File: src/rtl/mac_sequencer.sv
// Sequencer that runs one MAC_Core through a len-term dot product.
// Optional build macro MAC_SEQ_RELU_EN clamps negative results to zero on capture.
module mac_sequencer #(
   parameter int N     = 8,
   parameter int LEN_W = 8
) (
   input  logic             clk,
   input  logic             reset,
   input  logic             start,
   input  logic             abort,
   input  logic [LEN_W-1:0] len,
   output logic             busy,
   output logic             done,
   output logic [N-1:0]     result,
   output logic [LEN_W-1:0] mem_addr,
   output logic             mem_rd,
   input  logic [N-1:0]     mem_weight,
   input  logic [N-1:0]     mem_in,
   output logic [N-1:0]     mac_weight,
   output logic [N-1:0]     mac_in,
   output logic             mac_clear,
   output logic             mac_forget,
   output logic             mac_oe,
   input  logic [N-1:0]     mac_out
);

   typedef enum logic [2:0] {IDLE, CLEAR, STREAM, DRAIN, CAPTURE} state_t;

   state_t           state;
   logic [LEN_W-1:0] len_q;
   logic             drain_cnt;
   // [0]: memory data valid this cycle, [1]: MAC operand registers valid
   logic [1:0]       vld_pipe;
   logic [N-1:0]     captured;

`ifdef MAC_SEQ_RELU_EN
   assign captured = mac_out[N-1] ? '0 : mac_out;
`else
   assign captured = mac_out;
`endif

   assign mac_forget = ~vld_pipe[1];

   always_ff @(posedge clk or posedge reset) begin
      if (reset) begin
         state      <= IDLE;
         len_q      <= '0;
         drain_cnt  <= 1'b0;
         vld_pipe   <= '0;
         busy       <= 1'b0;
         done       <= 1'b0;
         result     <= '0;
         mem_addr   <= '0;
         mem_rd     <= 1'b0;
         mac_weight <= '0;
         mac_in     <= '0;
         mac_clear  <= 1'b0;
         mac_oe     <= 1'b0;
      end else begin
         done     <= 1'b0;
         vld_pipe <= {vld_pipe[0], mem_rd};
         if (vld_pipe[0]) begin
            mac_weight <= mem_weight;
            mac_in     <= mem_in;
         end
         if (abort && state != IDLE) begin
            state     <= IDLE;
            busy      <= 1'b0;
            mem_rd    <= 1'b0;
            mac_clear <= 1'b0;
            mac_oe    <= 1'b0;
            vld_pipe  <= '0;
         end else begin
            case (state)
               IDLE: begin
                  if (start) begin
                     if (len != '0) begin
                        state     <= CLEAR;
                        len_q     <= len;
                        busy      <= 1'b1;
                        mac_clear <= 1'b1;
                     end else begin
                        result <= '0;
                        done   <= 1'b1;
                     end
                  end
               end
               CLEAR: begin
                  state     <= STREAM;
                  mac_clear <= 1'b0;
                  mem_rd    <= 1'b1;
                  mem_addr  <= '0;
               end
               STREAM: begin
                  // address holds at the last term once the read stream ends
                  if (mem_addr == len_q - LEN_W'(1)) begin
                     state     <= DRAIN;
                     mem_rd    <= 1'b0;
                     drain_cnt <= 1'b0;
                  end else begin
                     mem_addr <= mem_addr + LEN_W'(1);
                  end
               end
               DRAIN: begin
                  if (drain_cnt) begin
                     state  <= CAPTURE;
                     mac_oe <= 1'b1;
                  end else begin
                     drain_cnt <= 1'b1;
                  end
               end
               CAPTURE: begin
                  state  <= IDLE;
                  mac_oe <= 1'b0;
                  busy   <= 1'b0;
                  result <= captured;
                  done   <= 1'b1;
               end
               default: state <= IDLE;
            endcase
         end
      end
   end

endmodule

File: config.mk
export PLATFORM = sky130hd
export DESIGN_NAME = mac_sequencer
export DESIGN_NICKNAME = d
export VERILOG_FILES = /design/src/rtl/mac_sequencer.sv
export SDC_FILE = /design/constraint.sdc
export NUM_CORES = 1
export LEC_CHECK = 0
export BUFFER_PORTS_ARGS = -buffer_cell sky130_fd_sc_hd__buf_4
export CAP_MARGIN = 25
export CORE_ASPECT_RATIO = 1.5
export CORE_MARGIN = 5
export CORE_UTILIZATION = 42
export CTS_BUF_LIST = sky130_fd_sc_hd__clkbuf_8
export CTS_CLUSTER_DIAMETER = 100
export CTS_CLUSTER_SIZE = 40
export DETAILED_ROUTE_END_ITERATION = 10
export HOLD_SLACK_MARGIN = 0.12
export MAX_ROUTING_LAYER = met4
export PLACE_DENSITY = 0.7
export SKIP_CTS_REPAIR_TIMING = 1
export SLEW_MARGIN = 20
export SYNTH_ARGS = -nofsm -noshare
export SYNTH_HDL_FRONTEND = slang
export SYNTH_SLANG_ARGS = --single-unit
File: constraint.sdc
create_clock -name clk -period 2.19 [get_ports clk]
set_clock_uncertainty 0.05 [all_clocks]
set_input_delay 0.657 -clock clk [delete_from_list [all_inputs] [get_ports clk]]
set_output_delay 0.657 -clock clk [all_outputs]
set_load 0.005 [all_outputs]
==> results of run 1 <==
cell usage after synthesis, types with 4 or more instances:
library cell / number
clkbuf_1: 9
dfrtp_1: 51
inv_1: 12
mux2_2: 24
mux2i_1: 4
nand2_1: 17
nand3_1: 13
nor2_1: 10
nor3_1: 4
nor4_1: 4
o21ai_0: 16
xnor2_1: 6
power by group:
group | total [mW] | switching (mW) | internal, mW
Clock | 0.623 | 0.292 | 0.331
Combinational | 1.88 | 0.774 | 1.10
Sequential | 1.67 | 0.353 | 1.32
registers in the layout, summed over array words and instances, names as in the netlist:
| register | cells |
|---|---|
| drain_cnt | 1 |
| vld_pipe | 2 |
| mem_rd | 1 |
| state | 3 |
| mac_weight | 8 |
| mac_in | 8 |
| busy | 1 |
| done | 1 |
| mac_clear | 1 |
| mac_oe | 1 |
| mem_addr | 8 |
| result | 8 |
| len_q | 8 |
logic make-up after synthesis:
group | count (synthesis) | synth area share [%]
AO/OA/AOI/OAI | 35 | 9.03
XOR/XNOR | 9 | 3.27
adder cells (fa/ha/maj) | 2 | 1.04
buffers and inverters | 22 | 3.48
flip-flops | 51 | 53.0
multiplexers | 28 | 12.9
AND/OR/NAND/NOR | 74 | 17.3
routing by layer:
layer / track usage (%) / up-vias / share of wire [%]
met5: - / - / 0
met4: 8.10 / 0 / 2.6
met3: 3.41 / 13 / 5.7
li1: - / 985 / -
met2: 27.6 / 72 / 50
met1: 20.0 / 1001 / 41
final cells by class:
type	count	share of cell area [%]
Clock inverter	2	0.969
Timing Repair Buffer	104	23.3
Tap cell	70	2.51
Sequential cell	51	36.6
Multi-Input combinational cell	148	33.3
Clock buffer	5	1.97
Inverter	12	1.29
worst max-delay path: cells and delay by family (launching register included):
kind / cells / cell delay (ns)
flops: 1 / 0.42
simple gates: 4 / 1.16
compound gates: 2 / 0.27
buf+inv: 2 / 0.31
how the worst min path moves through the flow:
stage,end,depth (start not counted)
4_1_cts,result[7]$_DFFE_PP0P_,2
6_report,mem_rd$_DFFE_PP0P_,2
5_1_grt,vld_pipe[0]$_DFF_PP0_,2
2_1_floorplan,state[0]$_DFFE_PP0P_,1
3_3_place_gp,mac_in[4]$_DFFE_PP0P_,1
3_5_place_dp,mac_weight[2]$_DFFE_PP0P_,1
stage by stage:
stage                     utilization, %  setup TNS, ns  setup slack, ns  hold WS (ns)
after floorplan                        -       -0.00322         -0.00322         0.425
after global placement              59.0         -0.156          -0.0549         0.441
after detailed placement            59.0         -0.680           -0.143         0.447
after CTS                           60.9         -0.914           -0.163         0.313
after global routing                63.0          -1.17           -0.196         0.326
final                               63.0         -0.371          -0.0744         0.301
==> impl_metrics.toml, run 1 <==
[outcome]
status = "complete, but fails checks"
violations = "negative setup slack"

[logic_synthesis]
ys_seq_area_share_pct = 53.0
synth.distinct_cells = 44
synthTopCellsByArea = "dfrtp_1 53%, mux2_2 11%, o21ai_0 3.3%, nand3_1 2.7%, nand2_1 2.6%"
synth_top_area_cell = "dfrtp_1"
netlist_area_um2 = 2410
netlist.area_leader.share_pct = 53.0
postSynthAreaPerCell_um2 = 10.9
synthFlopType = "dfrtp_1"
synth_warnings = 0
synth-edff-count = 0
syn_inst = 221
synthArstFlopShare_pct = 100
synth_seq_cells = 51
syn_nets = 259

[timing]
setup_viol = 8
slew_violations = 0
grt_setup_unrepaired = "true"
final_hold_viol_count = 0
fin_ws_ns = -0.0744
period_needed_ns = 2.26
relSlewSlack_pct = 56.2
fin_crit_sh_pct = 103
max_freq_mhz = 442
worstMarginPinSlew_ns = 0.647

[cells_and_area]
drive_above_1_share_pct = 48.1
nets = 360
n_antenna_cell = 0
stdcell_count = 392
final_cell_area_um2 = 3490
final_cell_mix = "100 x buf_4, 51 x dfrtp_1, 24 x mux2_2"
fillers = 478
final_common_cell = "buf_4"
seq_area_um2 = 1280
multiInputGateArea_um2 = 1160
areaGrowthSynthToFinish_pct = 44.7

[global_routing]
grt_max_degree = 22
grt_pass1_wl_mm = 9.69
antenna_found_initial = 0
grt_use_total_pct = 17.0
grt_pass1_vias = 2158
grt_overflow = 0

[die]
core_um2 = 5530
dieArea_um2 = 7380
die-height_um = 103
die_w_um = 71.8
ioPinCount = 74
placement_rows = 33
start_util_pct = 43.6

[clocking]
cts-root-buf = "clkbuf_8"
numCtsBuffers = 5
clock-sinks = 51
clk_pin_slew_ns = 0.09
htreeDepth = 2
worst_skew_pair.late_latency_ns = 0.30
cts_buffer_depth = 2
cts_tree = "done"

[critical_path]
crit_path_top_delay_cell = "or4_4"
cp_max_fo = 7
worstPathRequired_ns = 2.37
end_kind = "flip-flop"
critical_path_class = "flip-flop to flip-flop"
reg2reg_slack_ns = -0.07
crit_arrival_ns = 2.44
slowest_delay_ns = 0.51
crit_chain = "buf_4 > nor3_4 > a221oi_2 > nor4_4 > nor4_4 > buf_6 > or4_4 > a21oi_2"
reg2reg_to = "mem_addr[7]$_DFFE_PP0P_"
r2r-start = "len_q[0]$_DFFE_PP0P_"
crit_path_end = "mem_addr[7]$_DFFE_PP0P_"
cpMostUsedCell = "nor4_4"
rr_worst_depth = 8
setup.worst_path.start = "len_q[0]$_DFFE_PP0P_"
cp-start-kind = "flip-flop"

[route]
dr.pass1.iters = 4
via_count = 2071
antenna_left = 0
route.detailed.drc = 0
via_per_inst = 5.28
drtIter0Drc = 116
wirelength_mm = 5.95
wire_per_inst_um = 15.2

[power]
power_mw = 4.17
ir_drop_mv = 0.731
p_leak_nw = 1.62
power_density_nw_per_um2 = 1200

[worst_hold_path]
hp-class = "primary input to async pin"

[placement]
port_buffers = 73
place_hpwl_mm = 4.53
gp_congestion = 0.817
placed_cell_area_um2 = 3270
dp.cells = 382

[job]
drv_cap = 0
No activity file was read; power rests on OpenSTA's default activity.
==> inputs of run 2 (changes only) <==
--- a/config.mk
+++ b/config.mk
@@ -7,7 +7,7 @@
 export LEC_CHECK = 0
 export BUFFER_PORTS_ARGS = -buffer_cell sky130_fd_sc_hd__buf_4
 export CAP_MARGIN = 25
-export CORE_ASPECT_RATIO = 1.5
+export CORE_ASPECT_RATIO = 0.6
 export CORE_MARGIN = 5
 export CORE_UTILIZATION = 42
 export CTS_BUF_LIST = sky130_fd_sc_hd__clkbuf_8
==> run 2 against run 1 <==
  * The flow still finishes with violations (negative setup slack)
  * Maximum frequency down 1.2%
  * Total power up 0.66%
  * Sequential cell count unchanged
  * Count of clock-buffer cells in the layout unchanged
  * Via count down 1.9%
  * Sequential share of layout area up 0.15 points
  * Setup slack worse by 0.028 ns
  * Global-route usage down 0.36 points
  * Critical path type unchanged
  * Critical endpoint is now mem_addr[2]$_DFFE_PP0P_
  * Highest routed layer unchanged
==> impl_metrics.toml, run 2 (same netlist as run 1, synthesis figures left out) <==
[cells_and_area]
nets = 360
utilization_pct = 62.4
drive_above_1_share_pct = 47.1
areaGrowthSynthToFinish_pct = 44.2
final_cell_mix = "101 x buf_4, 50 x dfrtp_1, 24 x mux2_2"
n_antenna_cell = 0
stdcell_count = 403
final_common_cell = "buf_4"

[critical_path]
crit_path_top_delay_cell = "or4_4"
critical_path_class = "flip-flop to flip-flop"
reg2reg_to = "mem_addr[2]$_DFFE_PP0P_"
crit_chain = "or4_4 > nor4_4 > nor4_2 > or4_4 > nand3_1 > mux2i_1"
cp-start-kind = "flip-flop"
rr_worst_depth = 6
cpMostUsedCell = "or4_4"
reg2reg_slack_ns = -0.10
slowest_delay_ns = 0.58
r2r-start = "len_q[0]$_DFFE_PP0P_"
end_kind = "flip-flop"
setup.worst_path.start = "len_q[0]$_DFFE_PP0P_"
crit_arrival_ns = 2.49
worstPathRequired_ns = 2.38
cp_max_fo = 5

[route]
dr.pass1.iters = 4
wirelength_mm = 5.88
antenna_left = 0
route.detailed.drc = 0
via_count = 2031
via_per_inst = 5.04
drtIter0Drc = 74
wire_per_inst_um = 14.6

[outcome]
status = "complete, but fails checks"
violations = "negative setup slack"

[clocking]
worst_skew_pair.late_latency_ns = 0.31
cts-root-buf = "clkbuf_8"
cts_buffer_depth = 2
clock-sinks = 51
numCtsBuffers = 5
cts_tree = "done"
htreeDepth = 2
clk_pin_slew_ns = 0.10

[power]
ir_drop_mv = 0.671
p_leak_nw = 1.61
power_density_nw_per_um2 = 1210

[global_routing]
busiest_layer = "met1"
grtUsageMet2_pct = 23.3
antenna_found_initial = 0
grt_overflow = 0
grt_pass1_wl_mm = 9.35
grt_pass1_vias = 1913
use_met3_pct = 3.35
grt_max_degree = 52
grt_use_total_pct = 16.6
grtUsageMet1_pct = 24.2

[die]
ioPinCount = 74
placement_rows = 21
die-height_um = 68.7
die_w_um = 108
dieArea_um2 = 7400
core_um2 = 5570
start_util_pct = 43.3

[timing]
max_freq_mhz = 436
relSlewSlack_pct = 58.8
slew_violations = 0
period_needed_ns = 2.29
fin_ws_ns = -0.102
tns_ns = -0.629
worstMarginPinSlew_ns = 0.618
fin_crit_sh_pct = 105
final_hold_viol_count = 0
grt_setup_unrepaired = "true"
setup_viol = 10

[job]
drv_cap = 0

[worst_hold_path]
hp-class = "primary input to async pin"

[placement]
gp_congestion = 0.817
place_hpwl_mm = 4.39
post-place-ws_ns = -0.112
dp.cells = 393
port_buffers = 73
## run 2: changes by cell type in the layout (fill, tap and decap cells not counted), sizes merged
| cell | change |
|---|---|
| clkinv | +1 |
## run 2: worst max path at each step
stage | cells past startpoint | endpoint | slack, ns
finish | 6 | mem_addr[2]$_DFFE_PP0P_ | -0.10
global route | 6 | mem_addr[2]$_DFFE_PP0P_ | -0.24
CTS | 6 | mem_addr[2]$_DFFE_PP0P_ | -0.10
detailed placement | 6 | mem_addr[7]$_DFFE_PP0P_ | -0.11
global placement | 6 | mem_addr[6]$_DFFE_PP0P_ | -0.09
floorplan | 5 | mem_addr[6]$_DFFE_PP0P_ | -0.003
## run 2: area by class of cell
type                       count  area [um^2]
clock buffer                   5         68.8
sequential                    51         1280
inverter                      12         45.0
multi-input combinational    148         1120
clock inverter                 3         47.5
timing repair buffer         104          818
tap                           80          100
fill                         474         2090
## run 2: routing by layer
layer / part of all wire, % / wire (um)
met4: 0.68 / 40
met5: 0 / 0
met3: 6.2 / 367
met2: 43 / 2530
met1: 50 / 2940
## run 2: worst max-delay path: cells and delay by family (launching register included)
kind / cells / cell delay (ns)
flip-flops: 1 / 0.44
multiplexers: 1 / 0.18
AND/OR/NAND/NOR: 5 / 1.56
## run 2: metrics by stage
stage | hold WS (ns) | area (um^2) | power, mW
2_1_floorplan | 0.425 | 2430 | 2.56
3_3_place_gp | 0.441 | 3300 | 3.43
3_5_place_dp | 0.447 | 3300 | 3.48
4_1_cts | 0.338 | 3410 | 4.16
5_1_grt | 0.353 | 3480 | 4.49
6_report | 0.329 | 3480 | 4.20
## run 2: power by group
group | internal [mW] | leakage (nW) | switching [mW]
clock network | 0.347 | 0.0587 | 0.332
logic | 1.09 | 0.945 | 0.759
registers | 1.32 | 0.608 | 0.354
==> inputs of run 3 (changes only) <==
--- a/config.mk
+++ b/config.mk
@@ -16,7 +16,7 @@
 export DETAILED_ROUTE_END_ITERATION = 10
 export HOLD_SLACK_MARGIN = 0.12
 export MAX_ROUTING_LAYER = met4
-export PLACE_DENSITY = 0.7
+export PLACE_DENSITY = 0.67
 export SKIP_CTS_REPAIR_TIMING = 1
 export SLEW_MARGIN = 20
 export SYNTH_ARGS = -nofsm -noshare
==> constraint.sdc (replaced) <==
create_clock -name clk -period 2.6 [get_ports clk]
set_clock_uncertainty 0.05 [all_clocks]
set_input_delay 0.78 -clock clk [delete_from_list [all_inputs] [get_ports clk]]
set_output_delay 0.78 -clock clk [all_outputs]
set_load 0.005 [all_outputs]
==> run 3 against run 2 <==
  * The run now ends clean
  * Count of clock-buffer cells in the layout is the same
  * First-iteration DRC count shrank 5.4%
  * Final cell count shrank 5.5%
  * Via count shrank 6.7%
  * Register-to-register slack gained 0.28 ns
  * Global-route usage shrank 0.81 points
==> impl_metrics.toml, run 3 (same netlist as run 1, synthesis figures left out) <==
[cells_and_area]
final_cell_mix = "82 x buf_4, 51 x dfrtp_1, 24 x mux2_2"
drive_above_1_share_pct = 39.9
nets = 338
areaGrowthSynthToFinish_pct = 31.8
stdcell_count = 381
seq_area_um2 = 1280
fillers = 507
n_antenna_cell = 0
multiInputGateArea_um2 = 1050
final_common_cell = "buf_4"

[power]
p_int_mw = 2.06
power_density_nw_per_um2 = 992
seq_power_share_pct = 45.6
ir_drop_mv = 0.353
switchingPower_mw = 1.09
p_comb_share_pct = 40.3
power_frac_clock_pct = 14.1
swShare_pct = 34.5
p_leak_nw = 1.46

[die]
die-height_um = 68.7
core_um2 = 5570
start_util_pct = 43.3
die_w_um = 108
placement_rows = 21
ioPinCount = 74
dieArea_um2 = 7400

[critical_path]
end_kind = "flip-flop"
reg2reg_slack_ns = 0.18
crit_arrival_ns = 2.56
rr_worst_depth = 6
worstPathRequired_ns = 2.74
crit_chain = "or4_1 > nor4_1 > nor4_2 > or4_4 > o21ai_0 > nand2_1"
slowest_delay_ns = 0.57
critical_path_class = "flip-flop to flip-flop"
crit_path_top_delay_cell = "or4_1"
cp_max_fo = 6
r2r-start = "len_q[0]$_DFFE_PP0P_"
crit_cells = 6
cp_num_buf_inv = 0
cp-start-kind = "flip-flop"
reg2reg_to = "drain_cnt$_DFFE_PP0P_"
crit_family = "simple AND/OR/NAND/NOR gates"

[global_routing]
grt_use_total_pct = 15.8
antenna_found_initial = 0
grt_pass1_vias = 1751
grt_max_degree = 24
grt_overflow = 0
grt_pass1_wl_mm = 8.83

[placement]
port_buffers = 73
place_hpwl_mm = 4.21
gp_congestion = 0.795
dp.cells = 373

[route]
wirelength_mm = 5.36
antenna_left = 0
drtIter0Drc = 70
via_per_inst = 4.97
wire_per_inst_um = 14.1
dr.pass1.iters = 4
route.detailed.drc = 0
via_count = 1895

[timing]
period_needed_ns = 2.42
setup_viol = 0
final_hold_viol_count = 0
max_freq_mhz = 413
worstMarginPinSlew_ns = 0.657
tns_ns = 0
relSlewSlack_pct = 56.2
grt_setup_unrepaired = "false"
slew_violations = 0
fin_crit_sh_pct = 93.0

[clocking]
cts-root-buf = "clkbuf_8"
clk_pin_slew_ns = 0.09
cts_buffer_depth = 2
worst_skew_pair.late_latency_ns = 0.30
cts_tree = "done"
htreeDepth = 2
clock-sinks = 51
numCtsBuffers = 5

[outcome]
status = "completed"

[job]
drv_cap = 0

[worst_hold_path]
hp-class = "primary input to async pin"
[run 3: worst max-delay path by stage]
stage,start,endpoint,slack [ns]
after floorplan,abort,mem_addr[6]$_DFFE_PP0P_,0.20
after global placement,abort,mem_addr[7]$_DFFE_PP0P_,0.11
after detailed placement,abort,mem_addr[7]$_DFFE_PP0P_,0.05
after CTS,len_q[0]$_DFFE_PP0P_,drain_cnt$_DFFE_PP0P_,0.17
after global routing,len_q[0]$_DFFE_PP0P_,drain_cnt$_DFFE_PP0P_,0.08
final,len_q[0]$_DFFE_PP0P_,drain_cnt$_DFFE_PP0P_,0.18
[run 3: layout make-up]
class,instances,share of cell area [%]
tap,80,3.15
clock buffer,5,2.17
inverter,12,1.42
timing repair buffer,82,19.4
clock inverter,3,0.630
multi-input combinational,148,33.1
sequential,51,40.2
[run 3: through the flow]
step | cell area [um^2] | util, % | setup slack (ns) | hold slack (ns) | power (mW)
global route | 3180 | 57.0 | 0.0838 | 0.481 | 3.41
CTS | 3180 | 57.0 | 0.170 | 0.446 | 3.20
floorplan | 2410 | - | 0.203 | 0.425 | 2.13
detailed placement | 3090 | 55.4 | 0.0542 | 0.448 | 2.75
global placement | 3090 | 55.4 | 0.108 | 0.441 | 2.71
finish | 3180 | 57.0 | 0.181 | 0.444 | 3.15
[run 3: per-layer routing]
metal | vias up | part of all wire (%) | GRT usage [%]
met4 | 0 | 0.43 | 3.31
met1 | 894 | 51 | 23.5
met3 | 5 | 7.3 | 3.91
li1 | 944 | - | -
met2 | 52 | 42 | 21.7
met5 | - | 0 | -
[run 3: power groups by stage]
stage,Clock (mW),Combinational (mW),Sequential (mW)
final,0.445,1.27,1.44
after global routing,0.493,1.41,1.50
after CTS,0.468,1.29,1.44
after detailed placement,0,1.29,1.45
after global placement,0,1.27,1.44
after floorplan,0,0.780,1.35
